--- src/rtl/minifpga_cfg_pkg.sv ---
// -----------------------------------------------------------------------------
// minifpga_cfg_pkg
// Shared types and constants for the MiniFPGA serial configuration loader.
//   state_t     : loader FSM states
//   PREAMBLE    : sync word that starts a bitstream
//   CRC_INIT    : CRC-16-CCITT seed
//   CRC_POLY    : CRC-16-CCITT polynomial
//   crc16_step  : one serial MSB-first CRC update
// -----------------------------------------------------------------------------
package minifpga_cfg_pkg;

   typedef enum logic [2:0] {
      HUNT  = 3'd0,
      HDR   = 3'd1,
      FRAME = 3'd2,
      WRITE = 3'd3,
      CRC   = 3'd4,
      DONE  = 3'd5,
      ERR   = 3'd6
   } state_t;

   localparam logic [15:0] PREAMBLE = 16'h7EAA;
   localparam logic [15:0] CRC_INIT = 16'hFFFF;
   localparam logic [15:0] CRC_POLY = 16'h1021;

   function automatic logic [15:0] crc16_step(input logic [15:0] crc, input logic b);
      logic fb;
      fb = crc[15] ^ b;
      return {crc[14:0], 1'b0} ^ (fb ? CRC_POLY : 16'h0000);
   endfunction

endpackage

--- src/rtl/minifpga_cfg_loader_crc16.sv ---
// -----------------------------------------------------------------------------
// minifpga_crc16
// Serial CRC-16-CCITT accumulator, one bit per enabled cycle, MSB first.
// Ports:
//   i_clk     clock, rising edge
//   i_resetb  asynchronous active-low reset
//   i_init    load CRC_INIT (has priority over i_en)
//   i_en      fold i_bit_in into the running CRC
//   i_bit_in  serial data bit
//   o_crc     current CRC value
// -----------------------------------------------------------------------------
module minifpga_crc16
   import minifpga_cfg_pkg::*;
(
   input  logic        i_clk,
   input  logic        i_resetb,
   input  logic        i_init,
   input  logic        i_en,
   input  logic        i_bit_in,
   output logic [15:0] o_crc
);

   logic [15:0] r_crc;

   always_ff @(posedge i_clk or negedge i_resetb) begin
      if (!i_resetb)   r_crc <= CRC_INIT;
      else if (i_init) r_crc <= CRC_INIT;
      else if (i_en)   r_crc <= crc16_step(r_crc, i_bit_in);
   end

   assign o_crc = r_crc;

endmodule

--- src/rtl/minifpga_cfg_loader.sv ---
// -----------------------------------------------------------------------------
// minifpga_cfg_loader
// Bit-serial configuration receiver: hunts for the preamble, reads a frame
// count, shifts in address/data frames and writes them to config memory,
// then (optionally) checks a trailing CRC and flags DONE or ERROR.
// Optional feature macro: MINIFPGA_CFG_CRC_EN (CRC field + ERROR present).
// Ports:
//   i_clk, i_resetb           clock / asynchronous active-low reset
//   i_clear                   synchronous restart to HUNT, clears DONE/ERROR
//   i_sdi, i_svalid, o_sready serial bit input with valid/ready handshake
//   o_cfg_we/addr/data,       config-memory write port, transfer on
//   i_cfg_ready                 o_cfg_we && i_cfg_ready
//   o_done, o_error           sticky status
//   o_frames_wr               writes completed since the last HUNT entry
// -----------------------------------------------------------------------------
module minifpga_cfg_loader
   import minifpga_cfg_pkg::*;
#(
   parameter int ADDR_W = 8,
   parameter int DATA_W = 16,
   parameter int CNT_W  = 16
) (
   input  logic              i_clk,
   input  logic              i_resetb,
   input  logic              i_clear,
   input  logic              i_sdi,
   input  logic              i_svalid,
   output logic              o_sready,
   output logic              o_cfg_we,
   output logic [ADDR_W-1:0] o_cfg_addr,
   output logic [DATA_W-1:0] o_cfg_data,
   input  logic              i_cfg_ready,
   output logic              o_done,
   output logic              o_error,
   output logic [CNT_W-1:0]  o_frames_wr
);

   localparam int FRAME_W = ADDR_W + DATA_W;
   localparam int BC_MAX  = (FRAME_W > CNT_W) ? ((FRAME_W > 16) ? FRAME_W : 16)
                                              : ((CNT_W > 16) ? CNT_W : 16);
   localparam int BC_W    = $clog2(BC_MAX);

`ifdef MINIFPGA_CFG_CRC_EN
   localparam state_t AFTER_FRAMES = CRC;
`else
   localparam state_t AFTER_FRAMES = DONE;
`endif

   state_t             r_state, w_state_next;
   logic               w_sready, w_take, w_last_bit, w_pre_hit;
   // Only 15 history bits are needed: the 16th compared bit is the incoming one.
   logic [14:0]        r_pre;
   logic [15:0]        w_pre_next;
   logic [BC_W-1:0]    r_bitcnt;
   logic [CNT_W-1:0]   r_remain;        // header shifter, then frames left
   logic [CNT_W-1:0]   w_cnt_next;
   logic [FRAME_W-2:0] r_frame;
   logic [FRAME_W-1:0] w_frame_next;
   logic [ADDR_W-1:0]  r_addr;
   logic [DATA_W-1:0]  r_data;
   logic               r_we, r_done;
   logic [CNT_W-1:0]   r_frames;

`ifdef MINIFPGA_CFG_CRC_EN
   logic               w_crc_en, w_crc_init, r_error;
   logic [15:0]        w_crc, w_rxcrc_next;
   logic [14:0]        r_rxcrc;

   assign w_rxcrc_next = {r_rxcrc, i_sdi};

   minifpga_crc16 u_crc (
      .i_clk    (i_clk),
      .i_resetb (i_resetb),
      .i_init   (w_crc_init),
      .i_en     (w_crc_en),
      .i_bit_in (i_sdi),
      .o_crc    (w_crc)
   );
`endif

   assign w_take       = i_svalid && w_sready;
   assign w_pre_next   = {r_pre, i_sdi};
   assign w_pre_hit    = (w_pre_next == PREAMBLE);
   assign w_cnt_next   = {r_remain[CNT_W-2:0], i_sdi};
   assign w_frame_next = {r_frame, i_sdi};

   always_comb begin
      case (r_state)
         HDR:     w_last_bit = (r_bitcnt == BC_W'(CNT_W - 1));
         FRAME:   w_last_bit = (r_bitcnt == BC_W'(FRAME_W - 1));
         default: w_last_bit = (r_bitcnt == BC_W'(15));
      endcase
   end

   // FSM: state register
   always_ff @(posedge i_clk or negedge i_resetb) begin
      if (!i_resetb) r_state <= HUNT;
      else           r_state <= w_state_next;
   end

   // FSM: next state (CLEAR overrides everything)
   always_comb begin
      w_state_next = r_state;
      if (i_clear) begin
         w_state_next = HUNT;
      end else begin
         case (r_state)
            HUNT:  if (w_take && w_pre_hit) w_state_next = HDR;
            HDR:   if (w_take && w_last_bit)
                      w_state_next = (w_cnt_next == '0) ? AFTER_FRAMES : FRAME;
            FRAME: if (w_take && w_last_bit) w_state_next = WRITE;
            WRITE: if (i_cfg_ready)
                      w_state_next = (r_remain == CNT_W'(1)) ? AFTER_FRAMES : FRAME;
`ifdef MINIFPGA_CFG_CRC_EN
            CRC:   if (w_take && w_last_bit)
                      w_state_next = (w_rxcrc_next == w_crc) ? DONE : ERR;
`endif
            default: w_state_next = r_state;
         endcase
      end
   end

   // FSM: outputs
   always_comb begin
      w_sready = (r_state != WRITE);
`ifdef MINIFPGA_CFG_CRC_EN
      w_crc_init = (r_state == HUNT) && w_take && w_pre_hit;
      w_crc_en   = w_take && ((r_state == HDR) || (r_state == FRAME));
`endif
   end

   // Datapath
   always_ff @(posedge i_clk or negedge i_resetb) begin
      if (!i_resetb) begin
         r_pre    <= '0;
         r_bitcnt <= '0;
         r_remain <= '0;
         r_frame  <= '0;
         r_addr   <= '0;
         r_data   <= '0;
         r_we     <= 1'b0;
         r_done   <= 1'b0;
         r_frames <= '0;
`ifdef MINIFPGA_CFG_CRC_EN
         r_rxcrc  <= '0;
         r_error  <= 1'b0;
`endif
      end else if (i_clear) begin
         r_pre    <= '0;
         r_bitcnt <= '0;
         r_we     <= 1'b0;
         r_done   <= 1'b0;
         r_frames <= '0;
`ifdef MINIFPGA_CFG_CRC_EN
         r_error  <= 1'b0;
`endif
      end else begin
         case (r_state)
            HUNT: begin
               r_bitcnt <= '0;
               if (w_take) r_pre <= w_pre_next[14:0];
            end
            HDR: if (w_take) begin
               r_remain <= w_cnt_next;
               r_bitcnt <= w_last_bit ? '0 : r_bitcnt + 1'b1;
            end
            FRAME: if (w_take) begin
               r_frame  <= w_frame_next[FRAME_W-2:0];
               r_bitcnt <= w_last_bit ? '0 : r_bitcnt + 1'b1;
               if (w_last_bit) begin
                  r_addr <= w_frame_next[FRAME_W-1 -: ADDR_W];
                  r_data <= w_frame_next[DATA_W-1:0];
                  r_we   <= 1'b1;
               end
            end
            WRITE: if (i_cfg_ready) begin
               r_we     <= 1'b0;
               r_frames <= r_frames + 1'b1;
               r_remain <= r_remain - 1'b1;
            end
`ifdef MINIFPGA_CFG_CRC_EN
            CRC: if (w_take) begin
               r_rxcrc  <= w_rxcrc_next[14:0];
               r_bitcnt <= w_last_bit ? '0 : r_bitcnt + 1'b1;
            end
`endif
            default: ;
         endcase
         // Terminal states are only left via CLEAR/reset, so status tracks entry.
         r_done <= (w_state_next == DONE);
`ifdef MINIFPGA_CFG_CRC_EN
         r_error <= (w_state_next == ERR);
`endif
      end
   end

   assign o_sready    = w_sready;
   assign o_cfg_we    = r_we;
   assign o_cfg_addr  = r_addr;
   assign o_cfg_data  = r_data;
   assign o_done      = r_done;
   assign o_frames_wr = r_frames;
`ifdef MINIFPGA_CFG_CRC_EN
   assign o_error     = r_error;
`else
   assign o_error     = 1'b0;
`endif

endmodule

--- config.mk ---
export PLATFORM = sky130hd
export DESIGN_NAME = minifpga_cfg_loader
export DESIGN_NICKNAME = d
export VERILOG_FILES = /design/src/rtl/minifpga_cfg_pkg.sv /design/src/rtl/minifpga_cfg_loader_crc16.sv /design/src/rtl/minifpga_cfg_loader.sv
export SDC_FILE = /design/constraint.sdc
export NUM_CORES = 1
export LEC_CHECK = 0
export CAP_MARGIN = 40
export CORE_MARGIN = 2
export CORE_UTILIZATION = 55
export DETAILED_ROUTE_END_ITERATION = 7
export PLACE_DENSITY = 0.86
export SYNTH_ARGS = -nofsm -noshare
export SYNTH_HDL_FRONTEND = slang
export SYNTH_SLANG_ARGS = --single-unit
--- constraint.sdc ---
create_clock -name i_clk -period 2.8 [get_ports i_clk]
set_input_delay 0.56 -clock i_clk [delete_from_list [all_inputs] [get_ports i_clk]]
set_output_delay 0.56 -clock i_clk [all_outputs]
set_load 0.05 [all_outputs]
; Word level (Yosys, flattened, before mapping)
; Cells that the tools add are included.
[classes]
n_bitwise = 1
n_addsub = 3
reduce_logical = 20
n_mux = 28
n_eq_ne = 15
[op_table]
columns = operator, count
row1 = $mux 16, 5
row2 = $mux 15, 3
row3 = $pmux 16 s2, 1
row4 = $mux 3, 7
row5 = $add 16x1->16 const B, 1
row6 = $eq 16x1->1 const B, 1
row7 = $eq 16x15->1 const B, 1
row8 = $logic_not 16->1, 1
row9 = $sub 16x1->16 const B, 1
row10 = $mux 5, 3
row11 = $pmux 3 s4, 1
row12 = $reduce_and 4->1, 3
row13 = $pmux 5 s2, 1
row14 = $reduce_bool 2->1, 5
row15 = $ne 3x3->1 const B, 3
row16 = $eq 3x2->1 const B, 2
row17 = $mux 1, 6
row18 = $reduce_and 2->1, 3
row19 = $reduce_bool 3->1, 2
row20 = $add 5x1->5 const B, 1
row21 = $eq 5x4->1 const B, 1
row22 = $eq 5x5->1 const B, 1
row23 = $ne 2x2->1 const B, 2
row24 = $eq 3x1->1 const B, 1
row25 = other kinds (9), 11
[totals]
out_inout_bits = 44
input_bits = 6
ff_bits = 104
word_cells = 77

; Longest topological paths before layout
; Gate-level depths: netlist (run 1).
[logic_depth]
ltp_word = 8
depth_mapped = 8
ltp_nobuf = 7

; Worst setup path after synthesis (run 1)
; No wires, ideal clock.
[synth_timing]
path_type = register to output
start = register r_state[0]
end = output o_sready
arrival_ps = 1505
path_slack_ps = 735
stages_incl_launch_ff = 6
cell_sequence = dfrtp_1 buf_6 nor2b_1 and2_1 inv_1 clkbuf_1
[synth_between]
elab_chain_cells = 1
[synth_rtl]
columns = item, line
row1 = from (decl), minifpga_cfg_loader.sv:49  ; state_t r_state, w_state_next;
row2 = from (signal assigned), minifpga_cfg_loader.sv:98  ; else r_state <= w_state_next;
row3 = $ne 3x2->1, minifpga_cfg_loader.sv:125  ; w_sready = (r_state != WRITE);
row4 = to (decl), minifpga_cfg_loader.sv:28  ; output logic o_sready,
; No other way between the ends.

; Worst setup path after layout (run 1)
; Ends and elaborated chain as after synthesis.

==> results of run 1 <==
-- flip-flops by register name, summed over array words and instances, names as in the netlist --
name and cells:
o_cfg_data 16, o_cfg_addr 8, r_remain 16, r_frame 23, r_pre 15, o_frames_wr 16
r_bitcnt 5, o_done 1, o_cfg_we 1, r_state 3
-- where the power goes --
group	internal, mW	total, mW	switching [mW]
combinational	0.0153	0.0684	0.0531
sequential	1.50	1.51	0.00276
clock	0.432	0.976	0.543
total	1.95	2.55	0.599
-- layout make-up --
| type | instances | area (um2) | area share, % |
|---|---|---|---|
| sequential | 104 | 2600 | 46.5 |
| clock buffer | 9 | 124 | 2.22 |
| tap | 108 | 135 | 2.42 |
| multi-input combinational | 304 | 2040 | 36.4 |
| timing repair buffer | 59 | 571 | 10.2 |
| clock inverter | 7 | 86.3 | 1.54 |
| inverter | 10 | 37.5 | 0.671 |
-- worst reg2reg max path, cell delays in order, from the launching register on --
cell and delay [ns]:
dfrtp_1 0.55, nor3b_2 0.40, mux2i_1 0.26, and2_1 0.15
buf_4 0.30, mux2_2 0.40
-- logic make-up (layout without fill, tap and decap cells) --
kind of cell	after synthesis	count (layout)	synth area share (%)
AO/OA/AOI/OAI	94	94	12.1
XOR/XNOR	12	12	2.19
adder cells (fa/ha/maj)	4	4	1.04
buffers and inverters	32	85	3.34
flip-flops	104	104	54.2
multiplexers	50	50	11.7
other	1	1	0.0782
AND/OR/NAND/NOR	143	143	15.4
-- stage by stage --
stage	power (mW)	hold slack [ns]
after global placement	1.61	0.457
after global routing	2.65	0.262
final	2.55	0.212
after floorplan	1.56	0.264
after CTS	2.57	0.236
after detailed placement	1.61	0.474
-- synth_stat cells, types with 4 or more instances --
master    count  share of area [%]
buf_2         8               0.83
mux2_1       20                4.7
a21oi_1      17                1.8
o21ai_0      38                4.0
xor2_1        5               0.91
xnor2_1       7                1.3
inv_1        10               0.78
mux2_2       27                6.3
or3_1         8                1.0
clkbuf_1      9               0.70
o211ai_1      5               0.78
nor2_1       29                2.3
and3_1        4               0.52
nand3_1      10                1.0
nand2_1      51                4.0
ha_1          4                1.0
and2_1        4               0.52
nor3_1        7               0.73
dfrtp_1     104                 54
-- layer usage --
layer  track usage [%]  up-vias  part of all wire (%)  wire length (um)
li1                  -     1668                     -                 -
met1              28.1     1754                    45              4210
met2              35.1       52                    51              4780
met3              3.09        4                   2.9               271
met4              5.02        0                  0.53                49
met5                 0        -                     0                 0
-- placed cells by master (no fill, tap or decap), types with 12 or more instances in the layout --
cell / count
clkdlybuf4s50_1: 46
nand2_1: 51
o21ai_0: 38
mux2_2: 27
buf_4: 12
mux2_1: 20
a21oi_1: 17
nor2_1: 29
dfrtp_1: 104
-- path summary, 6_finish.rpt --
path | slack, ns | startpoint | end | depth (start not counted)
worst max-delay path | 0.44 | r_state[0] | o_sready | 4
worst min-delay path | 0.21 | i_resetb | o_cfg_addr[3] | 1
worst max register to register | 0.63 | r_state[1] | o_cfg_data[1] | 5
worst min register to register | 0.50 | o_cfg_data[6] | o_cfg_data[6] | 1
max in group asynchronous | 1.89 | i_resetb | r_remain[0] | 2
min in group i_clk | 0.50 | o_cfg_data[6] | o_cfg_data[6] | 1
==> impl_metrics.yaml, run 1 <==
run_status:
  outcome: "finished, final reports clean"
clocking:
  cts.htree.levels: 3
  cts_buffer_depth: 2
  clock_latency_ns: 0.36
  cts_tree: "done"
  cts_buffers: 9
  cts_resized: 0
  path_clk_slew_ns: 0.10
  cts-root-buf: "clkbuf_8"
  cts_sinks: 104
  ctsHoldBuffers: 0
  cts_setup_buffers: 0
worst_setup_path:
  critPathMaxStageDelay_ns: 0.52
  cp.buffers_inverters: 2
  critPathKind: "reg2out"
  start_kind: "flip-flop"
  slowest_stage: "dfrtp_1"
  worstPathRequired_ns: 2.24
  cp_max_fo: 12
  worstPathCellList: "nor2b_1 -> and2_1 -> inv_1 -> buf_4"
  cp_top_family: "buffers and inverters"
  worstPathArrival_ns: 1.80
  end_kind: "output port"
floorplan:
  die_w_um: 97.4
  row_count: 34
  io_pins: 50
  dieArea_um2: 9490
  fp.dieH_um: 97.4
  core_area_um2: 8590
  start_util_pct: 55.8
placed_design:
  io_buffers: 48
  hpwl_um: 6520
  dp_cells: 585
  placed_area_um2: 5380
  place_congestion: 0.850
  post-place-ws_ns: 0.242
synth:
  synth_seq_area_share_pct: 54.2
  syn_area_per_cell_um2: 10.9
  ys.flop_type: "dfrtp_1"
  ys_warn_count: 0
  synth_edf_count: 0
  synth_area_um2: 4800
  synthCells: 440
  netlist-cell-type-count: 55
  ys_ff_latch: 104
  async_flop_share_pct: 100
  synth_nets: 450
global_route:
  track_usage_pct: 20.6
  grt_start_max_net_pins: 55
  grt_pass1_wl_um: 16300
  grt_pass1_vias: 3403
  antenna_found_initial: 0
  overflow: 0
timing:
  worstMarginPinSlew_ns: 0.841
  slew_violations: 0
  maxSlewHeadroom_pct: 44.0
  rsz0062_at_grt: "no"
  final-setup-viol-count: 0
  fin_ws_ns: 0.438
  hold_violations: 0
  timing.final.crit_share_pct: 84.3
  fmax_mhz: 423
  skew_ns: 0.00892
  tns_ns: 0
  fin_crit_ns: 2.36
routing:
  drt_first_pass_iters: 4
  drt_wl_total_um: 9320
  routed-via-count: 3478
  drt_iter0_drc: 153
  antenna_left: 0
  vias_per_cell: 5.79
  post_drt_wl_per_cell_um: 15.5
  drc: 0
final_layout:
  nFillCells: 640
  area_growth_pct: 16.5
  antenna_cells: 0
  instances_no_fill: 601
  fin_util_pct: 65.1
  design_area_um2: 5590
  drive_gt1_share_pct: 12.4
  final_nets: 498
hold_path:
  hold_path_class: "in2async"
power:
  power_leakage_nw: 2.51
  pwr_density_cell_nw_per_um2: 456
  irDropWorstVdd_uv: 240
flow_run:
  drv_cap: 0
Note: power is estimated with default switching activity, not from simulation.
==> run 2, diff against run 1 <==
==> constraint.sdc (replaced) <==
create_clock -name i_clk -period 2.4 [get_ports i_clk]
set_input_delay 0.48 -clock i_clk [delete_from_list [all_inputs] [get_ports i_clk]]
set_output_delay 0.48 -clock i_clk [all_outputs]
set_load 0.05 [all_outputs]
==> run 2 against run 1 <==
Compared with the run above: routed wire length increased by 6.6%; flip-flop and latch count did not move; total power rose by 16%; hold slack gained 0.28 ns; setup slack worse by 0.21 ns; first-iteration DRC count down 2.6%; final area is 2.3% higher; cell count up 2.0%; critical path type unchanged; largest power group unchanged.
==> impl_metrics.yaml, run 2 (same netlist as run 1, synthesis figures left out) <==
routing:
  post_drt_wl_per_cell_um: 16.2
  routed-via-count: 3608
  drt_wl_total_um: 9930
  antenna_left: 0
  vias_per_cell: 5.89
  drt_iter0_drc: 149
  drc: 0
  drt_first_pass_iters: 5
final_layout:
  nFillCells: 635
  largest_reg_flops: 23
  largest-register: "r_frame"
  final_nets: 510
  final_common_cell: "dfrtp_1"
  instances_no_fill: 613
  area_growth_pct: 19.2
  fin_util_pct: 66.6
  design_area_um2: 5720
  drive_gt1_share_pct: 14.7
  antenna_cells: 0
  mostFrequentLayoutCells: "103 x dfrtp_1, 51 x nand2_1, 46 x clkdlybuf4s50_1, 38 x o21ai_0, 29 x nor2_1"
placed_design:
  io_buffers: 48
  hpwl_um: 6760
  dp_cells: 593
  place_congestion: 0.864
  placed_area_um2: 5480
global_route:
  met2_usage_pct: 37.6
  met1_usage_pct: 29.3
  track_usage_pct: 22.1
  antenna_found_initial: 0
  grt_pass1_wl_um: 17300
  busiest_layer: "met2"
  grt_pass1_vias: 3620
  gr-usage-met3_pct: 3.31
  grt_start_max_net_pins: 43
  overflow: 0
worst_setup_path:
  cp.buffers_inverters: 1
  worstPathArrival_ns: 1.69
  end_kind: "output port"
  critPathKind: "reg2out"
  reg2reg_from: "r_state[2]"
  slowest_stage: "clkdlybuf4s50_1"
  rr_worst_depth: 5
  worstPathRequired_ns: 1.92
  critPathMaxStageDelay_ns: 0.84
  cp_max_fo: 6
  reg2reg_to: "o_cfg_data[0]"
  cp.depth: 1
  start_kind: "flip-flop"
  worstPathCellList: "clkdlybuf4s50_1"
  startpoint: "o_frames_wr[3]"
  cp_top_family: "buffers and inverters"
  rrSetupSlack_ns: 0.37
  crit_path_end: "o_frames_wr[3]"
hold_path:
  hold_path_class: "reg2reg"
timing:
  worstMarginPinSlew_ns: 0.855
  hold_violations: 0
  final-setup-viol-count: 0
  maxSlewHeadroom_pct: 43.0
  timing.final.crit_share_pct: 90.4
  slew_violations: 0
  rsz0062_at_grt: "no"
  tns_ns: 0
  fin_crit_ns: 2.17
  fmax_mhz: 461
  skew_ns: 0.0168
clocking:
  cts_buffer_depth: 2
  path_clk_slew_ns: 0.11
  cts_sinks: 104
  cts-root-buf: "clkbuf_8"
  cts_tree: "done"
  clock_latency_ns: 0.38
  cts.htree.levels: 3
  cts_buffers: 9
flow_run:
  drv_cap: 0
floorplan:
  fp.dieH_um: 97.4
  dieArea_um2: 9490
  io_pins: 50
  die_w_um: 97.4
  start_util_pct: 55.8
  core_area_um2: 8590
  row_count: 34
power:
  p_total_mw: 2.95
  power_leakage_nw: 2.58
  irDropWorstVdd_uv: 409
  pwr_density_cell_nw_per_um2: 516
run_status:
  outcome: "finished, final reports clean"
-- run 2: layout make-up --
type	count	area, um2	area share [%]
Sequential cell	104	2600	45.5
Tap cell	108	135	2.36
Multi-Input combinational cell	304	2040	35.6
Inverter	10	41.3	0.722
Clock buffer	9	124	2.17
Clock inverter	7	78.8	1.38
Timing Repair Buffer	71	701	12.3
-- run 2: where the power goes --
group | leakage (nW) | switching (mW) | total, mW | internal (mW)
Sequential | 1.44 | 0.00317 | 1.76 | 1.76
Combinational | 1.03 | 0.0642 | 0.0862 | 0.0220
Clock | 0.104 | 0.686 | 1.11 | 0.421
Total | 2.58 | 0.753 | 2.95 | 2.20
-- run 2: metrics by stage --
stage	hold slack [ns]	setup WS, ns
2_1_floorplan	0.184	0.355
3_3_place_gp	0.396	0.105
3_5_place_dp	0.397	0.0190
4_1_cts	0.498	0.121
5_1_grt	0.514	0.0846
6_report	0.495	0.231
-- run 2: timing repair --
item                       CTS  global route
setup buffers                0             3
hold endpoints to repair    21             0
hold buffers                 1             0
setup endpoints to repair    0             1
gates resized for setup      0             2
-- run 2: worst min path at each step --
stage	from	to	slack (ns)	depth (start not counted)
global placement	i_resetb	o_cfg_addr[4]	0.40	1
finish	o_cfg_addr[5]	o_cfg_addr[5]	0.50	1
global route	o_cfg_addr[4]	o_cfg_addr[4]	0.51	1
floorplan	i_resetb	o_cfg_addr[0]	0.18	0
detailed placement	i_resetb	r_frame[20]	0.40	1
CTS	r_pre[14]	r_pre[14]	0.50	2
-- run 2: metal layers --
| metal | vias up | wire length, um |
|---|---|---|
| met1 | 1804 | 4320 |
| met3 | 12 | 383 |
| met2 | 91 | 5090 |
| li1 | 1701 | - |
| met5 | - | 0 |
| met4 | 0 | 139 |
-- run 2: worst reg2reg max path, cell delays in order (launching register included) --
cell,delay [ns]
dfrtp_1,0.52
nor3b_2,0.38
mux2i_1,0.26
and2_1,0.20
buf_12,0.19
mux2_2,0.38
